<file path="src/rtl/neurochip_pkg.sv">
// Shared constants for neurochip configuration segments: field offsets, widths and the neuron state enum.
package neurochip_pkg;

  localparam int N_IN_DEF    = 4;
  localparam int W_WIDTH_DEF = 4;
  localparam int V_WIDTH_DEF = 8;

  localparam int EN_BIT     = 0;
  localparam int REFR_LSB   = 1;
  localparam int REFR_W     = 3;
  localparam int LEAK_LSB   = 4;
  localparam int LEAK_W     = 4;
  localparam int THRESH_LSB = 8;

  function automatic int cfg_bits(input int n_in, input int w_width, input int v_width);
    return n_in * w_width + v_width + 8;
  endfunction

  localparam int CFG_BITS = cfg_bits(N_IN_DEF, W_WIDTH_DEF, V_WIDTH_DEF);

  // Weights sit above the threshold, w0 in the topmost slot.
  function automatic int W_LSB(input int i, input int n_in, input int w_width, input int v_width);
    return THRESH_LSB + v_width + (n_in - 1 - i) * w_width;
  endfunction

  typedef enum logic [1:0] {
    DISABLED   = 2'd0,
    INTEGRATE  = 2'd1,
    REFRACTORY = 2'd2
  } state_e;

endpackage

</file>
<file path="src/rtl/cfg_shift_segment.sv">
// One segment of the serial configuration chain: shifts MSB-ward while config_en is high,
// bs_out is the current MSB so segments can be daisy-chained.
module cfg_shift_segment #(
  parameter int LEN = 32
) (
  input  logic           clk,
  input  logic           reset,
  input  logic           config_en,
  input  logic           bs_in,
  output logic           bs_out,
  output logic [LEN-1:0] cfg
);

  logic [LEN-1:0] cfg_q;
  logic [LEN-1:0] cfg_d;

  always_comb begin
    cfg_d = cfg_q;
    if (config_en) cfg_d = {cfg_q[LEN-2:0], bs_in};
  end

  always_ff @(posedge clk) begin
    if (reset) cfg_q <= '0;
    else       cfg_q <= cfg_d;
  end

  assign cfg    = cfg_q;
  assign bs_out = cfg_q[LEN-1];

endmodule

</file>
<file path="src/rtl/lif_neuron_cell.sv">
// Leaky integrate-and-fire neuron: weighted spike sum minus leak, clamped, fires at threshold,
// then sits out a programmable refractory period. Configured through its own chain segment.
module lif_neuron_cell
  import neurochip_pkg::*;
#(
  parameter int N_IN    = N_IN_DEF,
  parameter int W_WIDTH = W_WIDTH_DEF,
  parameter int V_WIDTH = V_WIDTH_DEF
) (
  input  logic               clk,
  input  logic               reset,
  input  logic               config_en,
  input  logic               bs_in,
  output logic               bs_out,
  input  logic [N_IN-1:0]    spike_in,
  output logic               spike_out,
  output logic [V_WIDTH-1:0] membrane
);

  localparam int SEG_BITS = cfg_bits(N_IN, W_WIDTH, V_WIDTH);
  localparam int S_W      = V_WIDTH + W_WIDTH + $clog2(N_IN) + 2;

  logic [SEG_BITS-1:0] cfg;

  cfg_shift_segment #(.LEN(SEG_BITS)) u_cfg_seg (
    .clk       (clk),
    .reset     (reset),
    .config_en (config_en),
    .bs_in     (bs_in),
    .bs_out    (bs_out),
    .cfg       (cfg)
  );

  logic [V_WIDTH-1:0] thresh;
  logic [LEAK_W-1:0]  leak;
  logic [REFR_W-1:0]  refr;
  logic               en;

  assign thresh = cfg[THRESH_LSB +: V_WIDTH];
  assign leak   = cfg[LEAK_LSB +: LEAK_W];
  assign refr   = cfg[REFR_LSB +: REFR_W];
  assign en     = cfg[EN_BIT];

  state_e             state_q, state_d;
  logic [V_WIDTH-1:0] v_q, v_d;
  logic [REFR_W-1:0]  rcnt_q, rcnt_d;
  logic               spike_q, spike_d;

  // Datapath: two's-complement accumulator wide enough that neither end can wrap.
  logic [W_WIDTH-1:0] w_sel;
  logic [S_W-1:0]     acc;
  logic [V_WIDTH-1:0] v_clamp;
  logic               fire;
  logic               hold_off;

  always_comb begin
    w_sel = '0;
    acc   = {{(S_W-V_WIDTH){1'b0}}, v_q};
    for (int i = 0; i < N_IN; i++) begin
      w_sel = cfg[W_LSB(i, N_IN, W_WIDTH, V_WIDTH) +: W_WIDTH];
      if (spike_in[i]) acc = acc + {{(S_W-W_WIDTH){w_sel[W_WIDTH-1]}}, w_sel};
    end
    acc = acc - {{(S_W-LEAK_W){1'b0}}, leak};
  end

  always_comb begin
    v_clamp = acc[V_WIDTH-1:0];
    if (acc[S_W-1])                  v_clamp = '0;
    else if (|acc[S_W-2:V_WIDTH])    v_clamp = '1;
  end

  assign fire     = (thresh != '0) && (v_clamp >= thresh);
  assign hold_off = config_en || !en;

  always_ff @(posedge clk) begin
    if (reset) begin
      state_q <= DISABLED;
      v_q     <= '0;
      rcnt_q  <= '0;
      spike_q <= 1'b0;
    end else begin
      state_q <= state_d;
      v_q     <= v_d;
      rcnt_q  <= rcnt_d;
      spike_q <= spike_d;
    end
  end

  always_comb begin
    state_d = state_q;
    if (hold_off) begin
      state_d = DISABLED;
    end else begin
      case (state_q)
        DISABLED, INTEGRATE: state_d = (fire && refr != '0) ? REFRACTORY : INTEGRATE;
        REFRACTORY:          if (rcnt_q <= REFR_W'(1)) state_d = INTEGRATE;
        default:             state_d = DISABLED;
      endcase
    end
  end

  // DISABLED integrates too once enabled, so a new configuration acts on its first free edge.
  always_comb begin
    v_d     = '0;
    spike_d = 1'b0;
    rcnt_d  = '0;
    if (!hold_off) begin
      case (state_q)
        DISABLED, INTEGRATE: begin
          if (fire) begin
            spike_d = 1'b1;
            rcnt_d  = refr;
          end else begin
            v_d = v_clamp;
          end
        end
        REFRACTORY: if (rcnt_q != '0) rcnt_d = rcnt_q - 1'b1;
        default: ;
      endcase
    end
  end

  assign spike_out = spike_q;
  assign membrane  = v_q;

endmodule
</file>
<file path="config.mk">
export PLATFORM = sky130hd
export DESIGN_NAME = lif_neuron_cell
export DESIGN_NICKNAME = d
export VERILOG_FILES = /design/src/rtl/neurochip_pkg.sv /design/src/rtl/cfg_shift_segment.sv /design/src/rtl/lif_neuron_cell.sv
export SDC_FILE = /design/constraint.sdc
export NUM_CORES = 1
export LEC_CHECK = 0
export ABC_AREA = 1
export CORE_ASPECT_RATIO = 1.4
export CORE_MARGIN = 5
export CORE_UTILIZATION = 50
export CTS_BUF_LIST = sky130_fd_sc_hd__clkbuf_4 sky130_fd_sc_hd__clkbuf_8
export CTS_CLUSTER_SIZE = 12
export DETAILED_ROUTE_END_ITERATION = 10
export GPL_ROUTABILITY_DRIVEN = 0
export PLACE_DENSITY_LB_ADDON = 0.25
export SYNTH_ARGS = -nofsm -noshare
export SYNTH_HDL_FRONTEND = slang
export SYNTH_HIERARCHICAL = 1
export SYNTH_SLANG_ARGS = --single-unit
</file>
<file path="constraint.sdc">
create_clock -name clk -period 8.98 [get_ports clk]
set_input_delay 1.796 -clock clk [delete_from_list [all_inputs] [get_ports clk]]
set_output_delay 1.796 -clock clk [all_outputs]
set_load 0.02 [all_outputs]
</file>
==> run summary <==
The run finished with clean final reports. Setup violations remaining at the end of the flow were counted as 0. At the worst endpoint, the arrival time is 8.12 ns. The die boundary width came out at 104 um.

The final count of hold timing violations is 0. The area added between synthesis and finish came out at 4.86%. The number of hold buffers added after CTS was 0. The reg-to-reg setup timing slack came out at 1.76 ns. The worst hold path begins at state_q[0]. The first global-routing pass estimated 24.9 mm of wire. The maximum buffer depth of the clock tree came out at 2. Timing analysis after detailed placement gives a worst setup slack of 0.129 ns. Dividing total power by cell area gives a power density of 123 nW/um^2. The delay of the slowest critical-path stage is 0.35 ns. Of the available clock period, the critical path in the final layout requires 0.878.

Synthesis produced a netlist with a net count of 1090. The buffering stage count on the worst path with inverters included is 4. The critical path class is input port to flop.

The pin count of the biggest net entering global routing is 66. The shortest clock period the worst path allows after layout came out at 7.88 ns. 0 antenna diodes ended up in the layout.

The area of the die is 14800 um^2. The first-pass iteration count of the detailed router came out at 5. Along the worst path, the maximum fanout reaches 8. After clock tree synthesis, the clock-pin slew on the worst setup and hold paths is 0.09 ns. The number of vias after detailed routing is 6048.

Counting the buffers created by CTS gives 5. The proportion of layout cells with a drive suffix above 1 came out at 0.157. The cell family contributing the most delay on the critical path is simple AND/OR/NAND/NOR gates.

The number of buffers added on ports is 17. The number of rows in the core area is 48. The kind of launch point of the worst setup path is an input port.

For this run, the register share of the synthesized area comes to 0.148. The number of antenna violations at the first check in global routing came to 0. The max capacitance violation total came out at 0. STA puts the critical path data required time at 9.22 ns.

The number of remaining DRC errors came out at 0. The height of the die is 142 um. Setup repair after global routing left no endpoint under its margin. The mean area per synthesized cell is 6.15 um^2. The classification of the worst-slack hold path is flop to flop. The number of synthesis warnings is 6.

The area inside the core boundary is 12300 um^2. CTS placed an instance of sky130_fd_sc_hd__clkbuf_8 at the clock tree root. In this run the worst setup path begins at spike_in[0]. The final-stage net count came out at 1098. The analysis attributes to cell leakage a power of 3.45 nW. The overall overflow remaining after global route came out at 0. For this configuration, the core starts out at a cell density of 0.506. The tightest slew margin relative to the limit came out at 0.448. The final wirelength came out at 14.1 mm. The worst setup path is captured at a flop. The via count of the first global-routing pass came out at 5797.

The worst path meets setup with 1.10 ns of slack. The cell type of the slowest stage on the worst timing path is sky130_fd_sc_hd__ha_1. The actual slew at the worst max-slew pin is 0.827 ns. The half-perimeter wire length of the detailed placement result is 11.7 mm. The number of inserted filler cells in the final layout is 1253. The post-synthesis cell area is 6230 um^2. The startpoint identified for the worst register-to-register timing path is u_cfg_seg/cfg[31].

The number of distinct library cell variants in the gate-level netlist after synthesis came out at 46. The number of nets still failing antenna checks after routing came out at 0. The clock drives 46 sinks. Across every metal layer, demand over resource in global routing totals 0.196. The TritonCTS clock tree is done.

The wire length per cell is 12.0 um. The maximum vdd ir drop is 0.000140 V. The final cell utilization of the core is 0.531. The final total negative setup slack came out at 0 ns. The deepest level of the CTS H-tree is 2.

18 I/O pins were placed. The maximum clock rate is 0.127 GHz. The clock arrives with 0.00931 ns of skew. The number of pins exceeding their max-slew limit in the final report came out at 0. The synthesized design contains 46 register bits. The cell that appears most often on the critical path is sky130_fd_sc_hd__nand2_1. The count of mapped cells out of synthesis is 1013. The via count normalized by instance count is 5.16.

The DRC violation total after the first TritonRoute iteration is 230. Clock latency on the worst-skew pair, taken at its later pin, is 0.31 ns.
-- cell type report --
class / instances / area (um^2) / share of cell area
timing repair buffer: 22 / 205 / 0.0314
clock buffer: 5 / 68.8 / 0.0105
multi-input combinational: 783 / 4500 / 0.688
tap: 150 / 188 / 0.0287
clock inverter: 3 / 47.5 / 0.00727
sequential: 46 / 921 / 0.141
inverter: 163 / 612 / 0.0936
-- worst reg2reg max path: cells and delay by family, from the launching register on --
kind	cells	cell delay, ns
adder cells (fa/ha/maj)	5	1.69
buffers and inverters	3	0.19
flip-flops	1	0.59
AND/OR/NAND/NOR	23	2.56
AO/OA/AOI/OAI	13	2.11
-- cell usage in the layout, fill, tap and decap left out, types with 6 or more instances in the layout --
cell type	count
sky130_fd_sc_hd__xor2_1	12
sky130_fd_sc_hd__nand2_1	233
sky130_fd_sc_hd__nor2_2	36
sky130_fd_sc_hd__a21oi_1	41
sky130_fd_sc_hd__o21ai_0	23
sky130_fd_sc_hd__a31oi_1	7
sky130_fd_sc_hd__ha_1	64
sky130_fd_sc_hd__nand2_2	77
sky130_fd_sc_hd__nor2_1	83
sky130_fd_sc_hd__nand3_2	6
sky130_fd_sc_hd__and2_1	7
sky130_fd_sc_hd__dfxtp_1	46
sky130_fd_sc_hd__o21bai_1	7
sky130_fd_sc_hd__nand3b_1	7
sky130_fd_sc_hd__clkdlybuf4s50_1	15
sky130_fd_sc_hd__inv_2	7
sky130_fd_sc_hd__nand4_1	20
sky130_fd_sc_hd__nand3_1	109
sky130_fd_sc_hd__inv_1	154
-- power breakdown --
part | switching (mW) | total, mW | internal [mW]
registers | 0.0150 | 0.230 | 0.215
clock network | 0.0758 | 0.161 | 0.0849
logic | 0.264 | 0.416 | 0.152
total | 0.355 | 0.807 | 0.452
-- per-stage QoR --
step	power (mW)	cell area, um^2	hold WS, ns	cells
6_report	0.807	6540	0.453	1172
5_1_grt	0.890	6540	0.479	1172
4_1_cts	0.814	6520	0.455	1171
3_5_place_dp	0.649	6400	0.438	1163
3_3_place_gp	0.645	6400	0.430	1163
2_1_floorplan	0.572	6230	0.411	1013
-- repair_timing --
item,4_1_cts,5_1_grt
setup endpoints to repair,0,14
gates resized for setup,0,6
buffers inserted,0,1
-- sequential cells by signal, summed over array words and instances, names as in the netlist --
| signal | count |
|---|---|
| u_cfg_seg/cfg | 32 |
| membrane | 8 |
| rcnt_q | 3 |
| state_q | 2 |
| spike_out | 1 |
-- cells by family after synthesis --
| group | count (synthesis) | synth area share |
|---|---|---|
| AND/OR/NAND/NOR | 597 | 0.458 |
| buffers and inverters | 184 | 0.133 |
| adder cells (fa/ha/maj) | 69 | 0.144 |
| AO/OA/AOI/OAI | 100 | 0.0935 |
| XOR/XNOR | 17 | 0.0239 |
| flip-flops | 46 | 0.148 |
-- metal layers --
metal	global-route usage	routed length, um
met1	0.222	6030
met2	0.368	7210
met3	0.0118	240
met4	0.0962	583
met5	0	0
-- synthesized netlist by cell type, drive strengths merged --
master   number  area, um^2
and2          8        52.6
nor3          6        35.0
ha           64         801
clkinv        2        7.51
nand3b        7        52.6
nand3       115         606
o2111ai       1        8.76
buf          15         161
inv         161         604
nor4          2        12.5
or2           6        37.5
nand2       312        1380
a21oi        46         249
nand4        20         125
xnor2         5        43.8
o21ai        32         171
o211ai        1        7.51
dfxtp        46         921
a211oi        2        15.0
o311ai        1        8.76
a21o          2        15.0
a31oi         7        43.8
o21bai        8        63.8
xor2         12         105
clkbuf        6        53.8
fa            5         100
nor2        121         554
-- worst paths after layout --
check	endpoint	cells after the start
worst max-delay path	membrane[2]	44
worst min-delay path	state_q[0]	1
worst max register to register	membrane[2]	44
worst min register to register	state_q[0]	1
Power figures use the tool's default switching activity.
